[src/rtl/entity_line_renderer.sv]
// entity_line_renderer: scans the entity list for one screen row and paints every overlapping entity into the line buffer
module entity_line_renderer #(
  parameter int ENT_SIZE   = 48,
  parameter int LINE_WIDTH = 480
) (
  input  logic        clk,
  input  logic        reset_n,
  input  logic        line_start,
  input  logic [8:0]  line_y,
  input  logic [7:0]  entities_number,
  output logic [7:0]  address_read_ent,
  input  logic [20:0] data_read_ent,
  output logic [8:0]  lb_address,
  output logic [2:0]  lb_data,
  output logic        lb_wren,
  output logic        busy,
  output logic        line_done
);
  localparam logic [8:0] ENT9 = 9'(ENT_SIZE);
  localparam logic [5:0] LAST = 6'(ENT_SIZE - 1);
  localparam logic [9:0] LW10 = 10'(LINE_WIDTH);

  typedef enum logic [2:0] {IDLE, READ, WAIT, CHECK, FILL, DONE} state_t;

  state_t      state_q, state_d;
  logic [8:0]  ly_q, ly_d;
  logic [7:0]  num_q, num_d;
  logic [7:0]  idx_q, idx_d;
  logic [5:0]  cnt_q, cnt_d;
  logic [8:0]  x_q, x_d;
  logic [2:0]  typ_q, typ_d;
  logic [7:0]  addr_q, addr_d;
  logic [8:0]  col_q, col_d;
  logic [2:0]  dat_q, dat_d;
  logic        wren_q, wren_d;
  logic        busy_q, busy_d;
  logic        done_q, done_d;
  logic [8:0]  dy;
  logic        hit, adv, last;

  // Next-state logic; outputs are derived from the next state so they line up with the registered state
  always_comb begin
    state_d = state_q;
    ly_d    = ly_q;
    num_d   = num_q;
    idx_d   = idx_q;
    cnt_d   = cnt_q;
    x_d     = x_q;
    typ_d   = typ_q;
    dy      = ly_q - data_read_ent[17:9];
    hit     = dy < ENT9;
    last    = ({1'b0, idx_q} + 9'd1) == {1'b0, num_q};
    adv     = (state_q == CHECK && !hit) || (state_q == FILL && cnt_q == LAST);
    case (state_q)
      IDLE: if (line_start) begin
        ly_d    = line_y;
        num_d   = entities_number;
        idx_d   = '0;
        state_d = (entities_number == 8'd0) ? DONE : READ;
      end
      READ:  state_d = WAIT;
      WAIT:  state_d = CHECK;
      CHECK: if (hit) begin
        x_d     = data_read_ent[8:0];
        typ_d   = data_read_ent[20:18];
        cnt_d   = '0;
        state_d = FILL;
      end
      FILL:  cnt_d = cnt_q + 6'd1;
      DONE:  state_d = IDLE;
      default: state_d = IDLE;
    endcase
    if (adv) begin
      state_d = last ? DONE : READ;
      idx_d   = last ? idx_q : idx_q + 8'd1;
    end
    col_d  = (state_d == FILL) ? x_d + {3'b000, cnt_d} : '0;
    addr_d = idx_d;
    dat_d  = (state_d == FILL) ? typ_d : '0;
    wren_d = (state_d == FILL) && ({1'b0, col_d} < LW10);
    busy_d = state_d != IDLE;
    done_d = state_d == DONE;
  end

  // State and registered outputs; reset aborts any render immediately
  always_ff @(posedge clk or negedge reset_n) begin
    if (!reset_n) begin
      state_q <= IDLE;
      ly_q    <= '0;
      num_q   <= '0;
      idx_q   <= '0;
      cnt_q   <= '0;
      x_q     <= '0;
      typ_q   <= '0;
      addr_q  <= '0;
      col_q   <= '0;
      dat_q   <= '0;
      wren_q  <= 1'b0;
      busy_q  <= 1'b0;
      done_q  <= 1'b0;
    end else begin
      state_q <= state_d;
      ly_q    <= ly_d;
      num_q   <= num_d;
      idx_q   <= idx_d;
      cnt_q   <= cnt_d;
      x_q     <= x_d;
      typ_q   <= typ_d;
      addr_q  <= addr_d;
      col_q   <= col_d;
      dat_q   <= dat_d;
      wren_q  <= wren_d;
      busy_q  <= busy_d;
      done_q  <= done_d;
    end
  end

  assign address_read_ent = addr_q;
  assign lb_address       = col_q;
  assign lb_data          = dat_q;
  assign lb_wren          = wren_q;
  assign busy             = busy_q;
  assign line_done        = done_q;
endmodule

[config.mk]
export PLATFORM = sky130hd
export DESIGN_NAME = entity_line_renderer
export DESIGN_NICKNAME = d
export VERILOG_FILES = /design/src/rtl/entity_line_renderer.sv
export SDC_FILE = /design/constraint.sdc
export NUM_CORES = 1
export LEC_CHECK = 0
export CAP_MARGIN = 20
export CELL_PAD_IN_SITES_DETAIL_PLACEMENT = 0
export CELL_PAD_IN_SITES_GLOBAL_PLACEMENT = 1
export CORE_ASPECT_RATIO = 0.75
export CORE_UTILIZATION = 40
export CTS_CLUSTER_SIZE = 20
export DETAILED_ROUTE_END_ITERATION = 7
export GPL_TIMING_DRIVEN = 1
export PLACE_DENSITY = 0.77
export SLEW_MARGIN = 10
export SYNTH_ARGS = -nofsm -noshare
export SYNTH_HDL_FRONTEND = slang
export SYNTH_SLANG_ARGS = --single-unit
[constraint.sdc]
create_clock -name clk -period 5.31 [get_ports clk]
set_input_delay 1.593 -clock clk [delete_from_list [all_inputs] [get_ports clk]]
set_output_delay 1.593 -clock clk [all_outputs]
set_load 0.01 [all_outputs]
Word level (Yosys, flattened, before mapping)
Index checks and enable logic that the tools add are counted.
- register bits after elaboration: 61
- bits in latches: 0
- RAM bits: 0
- ROM bits: 0
- logic and storage cells: 58
- memories: 0
- add/subtract/negate cells: 5
- multipliers: 0
- divide/modulo/power cells: 0
- magnitude comparators: 2
- equal/unequal tests: 9
- shifts and indexed selects: 0
- mux-type cells: 18
- bitwise operators: 0
- reductions and logical operators: 12
- operator list (kind ; count):
    $mux 8 ; 4
    $mux 9 ; 3
    $mux 3 ; 8
    $pmux 3 s5 ; 1
    $pmux 6 s2 ; 1
    $add 8x1->9 const B ; 1
    $add 9x6->9 ; 1
    $eq 3x3->1 const B ; 3
    $eq 9x8->1 ; 1
    $lt 9x6->1 const B ; 1
    $lt 9x9->1 const B ; 1
    $sub 9x9->9 ; 1
    $add 8x1->8 const B ; 1
    $logic_not 8->1 ; 1
    $add 6x1->6 const B ; 1
    $eq 3x2->1 const B ; 2
    $eq 6x6->1 const B ; 1
    $mux 6 ; 1
    $reduce_bool 2->1 ; 2
    $eq 3x1->1 const B ; 1
    $logic_and 1x1->1 ; 3
    $logic_not 3->1 ; 1
    $reduce_and 3->1 ; 1
    $reduce_bool 3->1 ; 1
    4 further kinds ; 4

Longest topological paths before layout
- depth after elaboration: 10
- depth in mapped cells: 25
- gate-level depth less buffers: 23

Least setup slack after synthesis
No wires, ideal clock.
- kind: input port to flip-flop
- from: input port data_read_ent[10]
- to: register wren_q (netlist: lb_wren)
- library setup time: 0.129 ns
- data arrival time: 5.848 ns
- data required time: 5.181 ns
- path slack: -0.668 ns
- stages: 23
- path buffers: 2
- path through: inv_1 > ha_1 > o211ai_1 > o21ai_0 > a31oi_1 > o21ai_0 > a2111o_1 > or3_1 > buf_6 > clkbuf_1 > and2_1 > o21ai_0 > o21ai_0 > ha_1 > nor2b_1 > o21ai_0 > nand2b_1 > a21o_1 > a21oi_1 > nor2_1 > xor2_1 > mux2i_1 > o41a_1
- elaborated cells on any way between the ends: 17
- RTL lines (item ; RTL line ; source):
    start, declared ; 12 ; input logic [20:0] data_read_ent,
    $sub 9x9->9 ; 50 ; dy = ly_q - data_read_ent[17:9];
    $lt 9x6->1 ; 51 ; hit = dy < ENT9;
    $mux 6 ; 63 ; CHECK: if (hit) begin
    $pmux 6 s2 ; 54 ; case (state_q)
    named net cnt_d[2] ; 29 ; logic [5:0] cnt_q, cnt_d;
    $add 9x6->9 ; 77 ; col_d = (state_d == FILL) ? x_d + {3'b000, cnt_d} : '0;
    $mux 9 ; 77 ;
    $lt 9x9->1 ; 80 ; wren_d = (state_d == FILL) && ({1'b0, col_d} < LW10);
    $logic_and 1x1->1 ; 80 ;
    named net wren_d ; 35 ; logic wren_q, wren_d;
    end signal, assigned ; 112 ; wren_q <= wren_d;
    end, declared ; 35 ;
The timed path passes the listed nets, and every way through them passes these cells.
A chain may end at the register's enable or synchronous reset.

Worst setup path in the final report
- from: input port data_read_ent[13]
- to: register wren_q (netlist: lb_wren)
Same word-level chain as after synthesis.

==> impl_metrics.ini <==
[run_status]
status = finished with violations
violations = setup timing

[timing]
hold_slack_ps = 497.9
slew_headroom_pct = 35.48
fmax_mhz = 187.8
fin_crit_ps = 5325
finalMaxSlewViolations = 0
skew_ps = 9.559
finalHoldViolCount = 0
fin_ws_ps = -15.26
finalSetupViolCount = 1
tns_ps = -15.26
fin_crit_sh_pct = 100.3
worstMarginPinSlew_ps = 965.2
rsz0062_at_grt = true

[yosys]
synthDistinctLibCells = 43
synth_warnings = 0
synth-async-reset-ratio_pct = 100.0
ys_ff_latch = 61
syn-num-nets = 368
postSynthAreaPerCell_um2 = 10.50
synth.area.top_cells = dfrtp_1, mux2_2, ha_1
synth_ff_type = dfrtp_1
yosysSeqAreaShare_pct = 46.76
synth_top_area_cell = dfrtp_1
synth_enable_flop_cells = 0
netlist_area_mm2 = 0.003264
syn-instance-count = 311
synth.top_cell.area_share_pct = 46.76

[finish]
synthToLayoutAreaGrowth_pct = 44.61
diodes = 0
layout-drive-gt1-share_pct = 29.93
multiInputGateArea_mm2 = 0.001872
layout.nets = 463
fill_cells = 702
final-seq-area_mm2 = 0.001526
finalNonFillerCells = 516

[place]
hpwl_um = 5326
gp_congestion = 0.7792
dp_cells = 495
place_worst_setup_slack_ps = -1033
portBuffers = 63

[clock_network]
cts_buffers = 9
clockBufferDepth = 2
path_clk_slew_ps = 70
ctsHtreeMaxLevel = 3
cts_tree = built
ctsHoldBuffers = 0
cts.sink_count = 61
cts_root_buf = clkbuf_8
clk_latency_ps = 340

[die]
core_area_mm2 = 0.007883
die-area_mm2 = 0.008530
io_pins = 64
die_x_um = 106.3
rows = 28
die_h_um = 80.24
initial_utilization_pct = 41.41

[job]
cap_viol_max_count = 0

[critical_path]
critPathCaptureType = flop
required_ps = 5530
worstSetupPathType = in2reg
cp.arrival_ps = 5550
startpoint_type = primary input
cp_max_fo = 6

[routing]
antenna_left = 0
drt-total-wl_um = 7335
num_vias = 2590
drt_first_pass_iters = 5
post_drt_wl_per_cell_um = 14.22
drc_errors = 0
viasPerCell = 5.019
drt-initial-drc-count = 85

[global_route]
antenna_found_initial = 0
grt_max_degree = 35
grt_pass1_wl_um = 12600
grt-ovfl-total = 0
grt_pass1_vias = 2588
track_usage_pct = 19.22

[pwr]
irDropWorstVdd_mv = 0.2488
p_per_area_mw_per_mm2 = 558.2
power_leakage_nw = 2.101

[min_path]
min_path_type = reg2reg
stage by stage:
| step | power, mW | util, % | cell area, um^2 |
|---|---|---|---|
| 6_report | 2.635 | 59.89 | 4721 |
| 3_3_place_gp | 1.930 | 54.29 | 4279 |
| 5_1_grt | 2.836 | 59.89 | 4721 |
| 3_5_place_dp | 1.953 | 54.29 | 4279 |
| 2_1_floorplan | 1.525 | - | 3383 |
| 4_1_cts | 2.637 | 59.54 | 4693 |
critical path, stage by stage:
cell and delay, ps:
dlygate4sd2_1 210, inv_2 40, ha_4 270, o211ai_1 110, nor2_1 190, a21oi_2 80
xnor2_1 130, a2111o_1 330, or3_4 440, and3_4 180, a21oi_4 130, inv_2 70
ha_4 260, a21o_1 120, a21oi_2 70, o21bai_1 180, a21oi_2 90, o21bai_1 200
nand2_1 90, xor2_1 160, mux2_4 270, o41a_1 310
state kept, by name, indices dropped and copies added, names as in the netlist, 3 cells and up:
name	cells
address_read_ent	8
cnt_q	6
lb_address	9
lb_data	3
ly_q	9
num_q	8
state_q	3
typ_q	3
x_q	9
cells in the final DEF (no fill, tap or decap), drive strengths merged, types with 4 or more instances in the layout:
master,n
a211o,4
a21o,6
a21oi,13
a31oi,4
and2,7
and3,5
buf,33
bufinv,4
clkbuf,9
clkdlybuf4s50,53
dfrtp,61
dlygate4sd2,6
ha,15
inv,18
mux2,30
nand2,19
nand2b,5
nand3,6
nor2,26
nor3,8
o21ai,19
xnor2,12
xor2,12
power breakdown:
group,switching (mW),internal (mW)
registers,0.149,0.641
logic,0.565,0.720
clock network,0.198,0.362
total,0.912,1.72
area by class of cell:
class / count / area share, %
inverter: 17 / 1.617
tap: 105 / 2.783
clock inverter: 7 / 3.101
multi-input combinational: 225 / 39.65
clock buffer: 9 / 2.624
sequential: 61 / 32.33
timing repair buffer: 92 / 17.89
cell families after synthesis:
| group | Yosys count | share of synthesized area (%) |
|---|---|---|
| AND/OR/NAND/NOR | 92 | 14.07 |
| flip-flops | 61 | 46.76 |
| AO/OA/AOI/OAI | 60 | 11.61 |
| multiplexers | 33 | 11.65 |
| buffers and inverters | 25 | 3.105 |
| XOR/XNOR | 24 | 6.439 |
| adder cells (fa/ha/maj) | 16 | 6.363 |
cells in the mapped netlist (all sizes together) (2+ instances only):
cell / count
nand4: 2
o21ai: 19
and3: 5
o211ai: 3
a21o: 6
nor2: 26
nand3b: 2
nor4: 2
ha: 15
xnor2: 12
a21oi: 13
and2: 7
clkbuf: 7
mux2i: 3
nand3: 6
nor3: 8
nand2b: 5
mux2: 30
a211o: 4
dfrtp: 61
nor2b: 2
inv: 17
nand2: 19
xor2: 12
and4: 2
o21bai: 3
a31oi: 4
nor3b: 2
repair_timing:
action	in CTS	in global routing
resized for setup	47	8
setup endpoints to repair	5	4
pin swaps	29	17
setup buffers	5	0
metal layers:
| metal | GRT usage, % | routed length, um |
|---|---|---|
| met1 | 26.81 | 3734 |
| met2 | 29.55 | 3231 |
| met3 | 4.383 | 272 |
| met4 | 6.250 | 97 |
| met5 | 0 | 0 |
worst paths after layout:
check | startpoint | end | slack [ps] | depth (start not counted)
min in group asynchronous | reset_n | lb_address[2]$_DFF_PN0_ | 1290 | 1
min reg2reg | x_q[0]$_DFF_PN0_ | x_q[0]$_DFF_PN0_ | 500 | 1
max reg2reg | ly_q[1]$_DFFE_PN0P_ | lb_wren$_DFF_PN0_ | 920 | 20
min | x_q[0]$_DFF_PN0_ | x_q[0]$_DFF_PN0_ | 500 | 1
max | data_read_ent[13] | lb_wren$_DFF_PN0_ | -20 | 22
max in group asynchronous | reset_n | state_q[1]$_DFF_PN0_ | 3130 | 2
No activity file was read; power rests on OpenSTA's default activity.
